### src/rtl/line_buf_rd.sv
// line_buf_rd: read-side controller for the pixel line buffer RAM.
// Streams line_len consecutive words from base_addr as a valid/ready pixel
// stream. The RAM's one-cycle read latency is hidden by a two-entry output
// FIFO, so one pixel per clock is sustained even under backpressure.
module line_buf_rd #(
  parameter int ADDR_W = 12,
  parameter int PIX_W  = 8
) (
  input  logic              clk,
  input  logic              rst_n,
  input  logic              start,
  input  logic [ADDR_W-1:0] base_addr,
  input  logic [ADDR_W-1:0] line_len,
  output logic              busy,
  output logic              done,
  output logic              ram_en,
  output logic [ADDR_W-1:0] ram_addr,
  input  logic [PIX_W:0]    ram_dout,
  output logic              m_valid,
  input  logic              m_ready,
  output logic [PIX_W-1:0]  m_pix,
  output logic              m_flag,
  output logic              m_last
);

  typedef enum logic [1:0] {IDLE, READ, DRAIN} state_t;

  state_t            state;
  logic [ADDR_W-1:0] rd_ptr;
  logic [ADDR_W-1:0] remaining;
  logic [ADDR_W-1:0] last_idx;
  logic [ADDR_W-1:0] beat_idx;
  logic              inflight;

  logic [PIX_W:0]    fifo_mem [2];
  logic              wr_sel;
  logic              rd_sel;
  logic [1:0]        fifo_cnt;

  logic              push;
  logic              pop;
  logic              room;

  // A read returns one cycle after ram_en; it always lands in the FIFO.
  assign push = inflight;
  assign pop  = m_valid && m_ready;

  // Reads already in the FIFO plus the one in flight must leave a free slot,
  // unless a beat leaves this cycle (deliberate m_ready -> ram_en path).
  assign room   = ({1'b0, fifo_cnt} + {2'b00, inflight}) < 3'd2;
  assign ram_en = (state == READ) && (remaining != '0) && (room || pop);

  assign ram_addr = rd_ptr;
  assign m_valid  = (fifo_cnt != 2'd0);
  assign m_pix    = fifo_mem[rd_sel][PIX_W-1:0];
  assign m_flag   = fifo_mem[rd_sel][PIX_W];
  assign m_last   = m_valid && (beat_idx == last_idx);

  // Line sequencer: captures the request, walks the read pointer, signals completion.
  always_ff @(posedge clk or negedge rst_n) begin
    if (!rst_n) begin
      state     <= IDLE;
      rd_ptr    <= '0;
      remaining <= '0;
      last_idx  <= '0;
      busy      <= 1'b0;
      done      <= 1'b0;
    end else begin
      done <= 1'b0;
      unique case (state)
        IDLE: begin
          if (start) begin
            rd_ptr    <= base_addr;
            remaining <= line_len;
            last_idx  <= line_len - ADDR_W'(1);
            if (line_len == '0) begin
              done <= 1'b1;
            end else begin
              state <= READ;
              busy  <= 1'b1;
            end
          end
        end
        READ: begin
          if (ram_en) begin
            rd_ptr    <= rd_ptr + ADDR_W'(1);
            remaining <= remaining - ADDR_W'(1);
            if (remaining == ADDR_W'(1)) state <= DRAIN;
          end
        end
        DRAIN: begin
          if (pop && m_last) begin
            state <= IDLE;
            busy  <= 1'b0;
            done  <= 1'b1;
          end
        end
        default: state <= IDLE;
      endcase
    end
  end

  // Beat index within the current line, used to mark the final beat.
  always_ff @(posedge clk or negedge rst_n) begin
    if (!rst_n) begin
      beat_idx <= '0;
    end else if (state == IDLE && start) begin
      beat_idx <= '0;
    end else if (pop) begin
      beat_idx <= beat_idx + ADDR_W'(1);
    end
  end

  // Track whether the RAM output register holds a word for us next cycle.
  always_ff @(posedge clk or negedge rst_n) begin
    if (!rst_n) begin
      inflight <= 1'b0;
    end else begin
      inflight <= ram_en;
    end
  end

  // Two-entry output FIFO; push and pop may happen in the same cycle.
  always_ff @(posedge clk or negedge rst_n) begin
    if (!rst_n) begin
      for (int i = 0; i < 2; i++) fifo_mem[i] <= '0;
      wr_sel   <= 1'b0;
      rd_sel   <= 1'b0;
      fifo_cnt <= 2'd0;
    end else begin
      if (push) begin
        fifo_mem[wr_sel] <= ram_dout;
        wr_sel           <= ~wr_sel;
      end
      if (pop) rd_sel <= ~rd_sel;
      unique case ({push, pop})
        2'b10:   fifo_cnt <= fifo_cnt + 2'd1;
        2'b01:   fifo_cnt <= fifo_cnt - 2'd1;
        default: fifo_cnt <= fifo_cnt;
      endcase
    end
  end

  // The issue rule keeps the FIFO from overflowing; catch any push into a full FIFO.
  always_ff @(posedge clk) begin
    if (rst_n && push && !pop) assert (fifo_cnt != 2'd2);
  end

endmodule
### config.mk
export PLATFORM = sky130hd
export DESIGN_NAME = line_buf_rd
export DESIGN_NICKNAME = d
export VERILOG_FILES = /design/src/rtl/line_buf_rd.sv
export SDC_FILE = /design/constraint.sdc
export NUM_CORES = 1
export LEC_CHECK = 0
export CAP_MARGIN = 30
export CORE_MARGIN = 3
export CORE_UTILIZATION = 58
export CTS_CLUSTER_DIAMETER = 30
export DETAILED_ROUTE_END_ITERATION = 6
export HOLD_SLACK_MARGIN = 0.15
export MAX_ROUTING_LAYER = met4
export PLACE_DENSITY_LB_ADDON = 0.2
export SETUP_SLACK_MARGIN = 0.05
export SYNTH_ARGS = -nofsm -noshare
export SYNTH_HDL_FRONTEND = slang
export SYNTH_SLANG_ARGS = --single-unit
### constraint.sdc
create_clock -name clk -period 3.02 [get_ports clk]
set_clock_uncertainty 0.15 [all_clocks]
set_input_delay 0.604 -clock clk [delete_from_list [all_inputs] [get_ports clk]]
set_output_delay 0.604 -clock clk [all_outputs]
set_load 0.005 [all_outputs]
==> out/qor.csv <==
metric,value,unit
top cell type's share of synthesized area,46.9,%
width of the die,89.0,µm
"Reg clk slew, reported paths",0.08,ns
Async SR Flop Fraction,100,%
CTS Buffer Depth,2,
DRC Markers,0,
Ports,63,
launch point of the worst path,remaining[0]$_DFFE_PN0P_,
syn_area_per_cell,9.71,µm²
syn nets,457,
status,completed,
Die H,89.0,µm
drt pass-1 iters,5,
# setup viols final,0,
Antenna diodes,0,
pwr/cell area,972,mW/mm²
Initial Util,61.2,%
vias in the first global route,3288,
dominant cells by area after synthesis,"dfrtp_1, mux2_2, nand2_1",
"Primary FF master, synth",dfrtp_1,
post-synthesis register bit count,75,
"Req. time, crit path",2.27,ns
P_leak,2.09,nW
ANT nets after route,0,
# rows,29,
pre-CTS WS,0.287,ns
Hold Path Class,reg2reg,
Worst Tran Pin Value,0.801,ns
CTS tree,built,
Worst slew margin,46.4,%
Starting DRT DRC Count,123,
R2R Path Start,remaining[0]$_DFFE_PN0P_,
CP max FO,8,
share of cells above drive strength 1,13.3,%
Final Cycle Share,93.3,%
max-cap violations,0,
Cell variety after synth,52,
"Design Area, Final",0.00493,mm²
Vias/cell,5.82,
Final Worst Setup Slack,0.202,ns
IO Port Bufs,62,
P&R area growth vs syn,23.3,%
fin crit period,2.82,ns
fmax,355,MHz
worst hold slack,0.357,ns
final hold vios,0,
total wire length,9160,µm
GRT overflow,0,
CORE AREA,0.00653,mm²
RSZ-0062 raised after global routing,no,
GRT Total Usage,25.8,%
die footprint,0.00793,mm²
number of synthesized flops with an enable pin,0,
Layout fillers,460,
CTS buffer count,9,
crit end category,output port,
clk_lat worst skew,0.35,ns
Sink Count,75,
Nets,522,
post-DP HPWL,6580,µm
root buffer cell,clkbuf_8,
Post-Syn Instances,412,
max-slew violation count,0,
final setup TNS,0,ns
post-synthesis cell area,0.00400,mm²
maximum VDD drop,547,µV
first-pass GRT wire length,15500,µm
routability cong.,0.875,
startpoint types,flop,
via count,3255,
Wirelength per Cell,16.4,µm
yosys warns,0,
initial antenna violation count,0,
leading area contributor after synthesis,dfrtp_1,
Hold Startpoint,last_idx[11]$_DFFE_PN0P_,
Setup CP Type,reg2out,
placed inst area,0.00472,mm²
maximum number of pins on one net before global-route repair,76,
H-tree Lvls,3,
post-synthesis sequential area ratio,46.9,%
Worst Path Arrival,2.06,ns
## sequential cells by signal, summed over array words and instances, names as in the netlist
name	flops
fifo_cnt	2
done	1
busy	1
beat_idx	12
rd_sel	1
wr_sel	1
last_idx	12
remaining	12
fifo_mem	18
state	2
inflight	1
ram_addr	12
## stage by stage
step / instances / power [mW] / util (%)
floorplan: 412 / 3.16 / -
global placement: 542 / 3.89 / 72.2
detailed placement: 542 / 4.01 / 72.2
CTS: 559 / 4.80 / 75.4
global route: 559 / 5.15 / 75.5
finish: 559 / 4.79 / 75.5
## logic make-up (layout without fill, tap and decap cells)
logic type,after synthesis,count (layout),synth area share (%)
xor+xnor,36,36,7.88
flops,75,75,46.9
fa+ha+maj,8,8,2.50
simple gates,148,148,18.3
buf+inv,24,94,2.75
compound gates,92,92,13.5
mux,29,29,8.10
## routing by layer
layer,vias to the layer above,wire length [µm],global-route usage (%)
li1,1589,-,-
met1,1595,4020,32.8
met2,64,4730,43.3
met3,7,324,3.69
met4,0,83,7.71
met5,-,0,-
## layout by cell type (no fill, tap or decap), drive strengths merged, types with 3 or more instances in the layout
master,n
dfrtp,75
clkdlybuf4s50,61
nand2,53
a21oi,33
nor2,32
o21ai,30
mux2,27
xnor2,21
xor2,15
nand3,14
inv,10
clkbuf,9
nor3,8
ha,8
buf,8
nand4,7
nand2b,7
o22ai,7
or3,5
nor4,5
or2,3
a31oi,3
clkinv,3
## Yosys cell counts (all sizes together), types with 7 or more instances
cell and count:
nand2b 7, o22ai 7, inv 8, xnor2 21, clkbuf 9, o21ai 30
buf 7, dfrtp 75, nand3 14, xor2 15, nor2 32, a21oi 33
ha 8, mux2 27, nand4 7, nor3 8, nand2 53
## repair_timing
item / 4_1_cts / 5_1_grt
setup endpoints to repair: 0 / 1
buffers inserted: 0 / 0
resized for setup: 0 / 1
hold buffers: 1 / 0
endpoints found under the hold margin: 4 / 0
## final cells by class
class / count / area (µm²) / share of cell area [%]
Clock inverter: 7 / 73.8 / 1.50
Clock buffer: 9 / 124 / 2.51
Tap cell: 77 / 96.3 / 1.95
Inverter: 8 / 30.0 / 0.609
Multi-Input combinational cell: 313 / 2030 / 41.1
Timing Repair Buffer: 70 / 703 / 14.3
Sequential cell: 75 / 1880 / 38.1
## final timing paths
path	to	slack (ns)	depth (start not counted)
worst min-delay path	last_idx[11]$_DFFE_PN0P_	0.36	2
worst min register to register	last_idx[11]$_DFFE_PN0P_	0.36	2
min in group asynchronous	fifo_mem[0]$_DFFE_PN0P_	0.66	3
max in group asynchronous	beat_idx[5]$_DFFE_PN0P_	1.73	3
worst max register to register	remaining[8]$_DFFE_PN0P_	0.97	7
worst max-delay path	ram_en	0.20	5
## critical path, stage by stage, from the launching register on
cell and delay (ns):
dfrtp_1 0.48, inv_1 0.10, ha_1 0.21, and4_1 0.18, nor2_1 0.20, clkdlybuf4s50_1 0.55
## where the power goes
| group | switching, mW | internal, mW | total [mW] |
|---|---|---|---|
| clock network | 0.398 | 0.386 | 0.783 |
| logic | 0.955 | 1.16 | 2.11 |
| registers | 0.458 | 1.44 | 1.90 |
(Power assumes the default switching activity.)
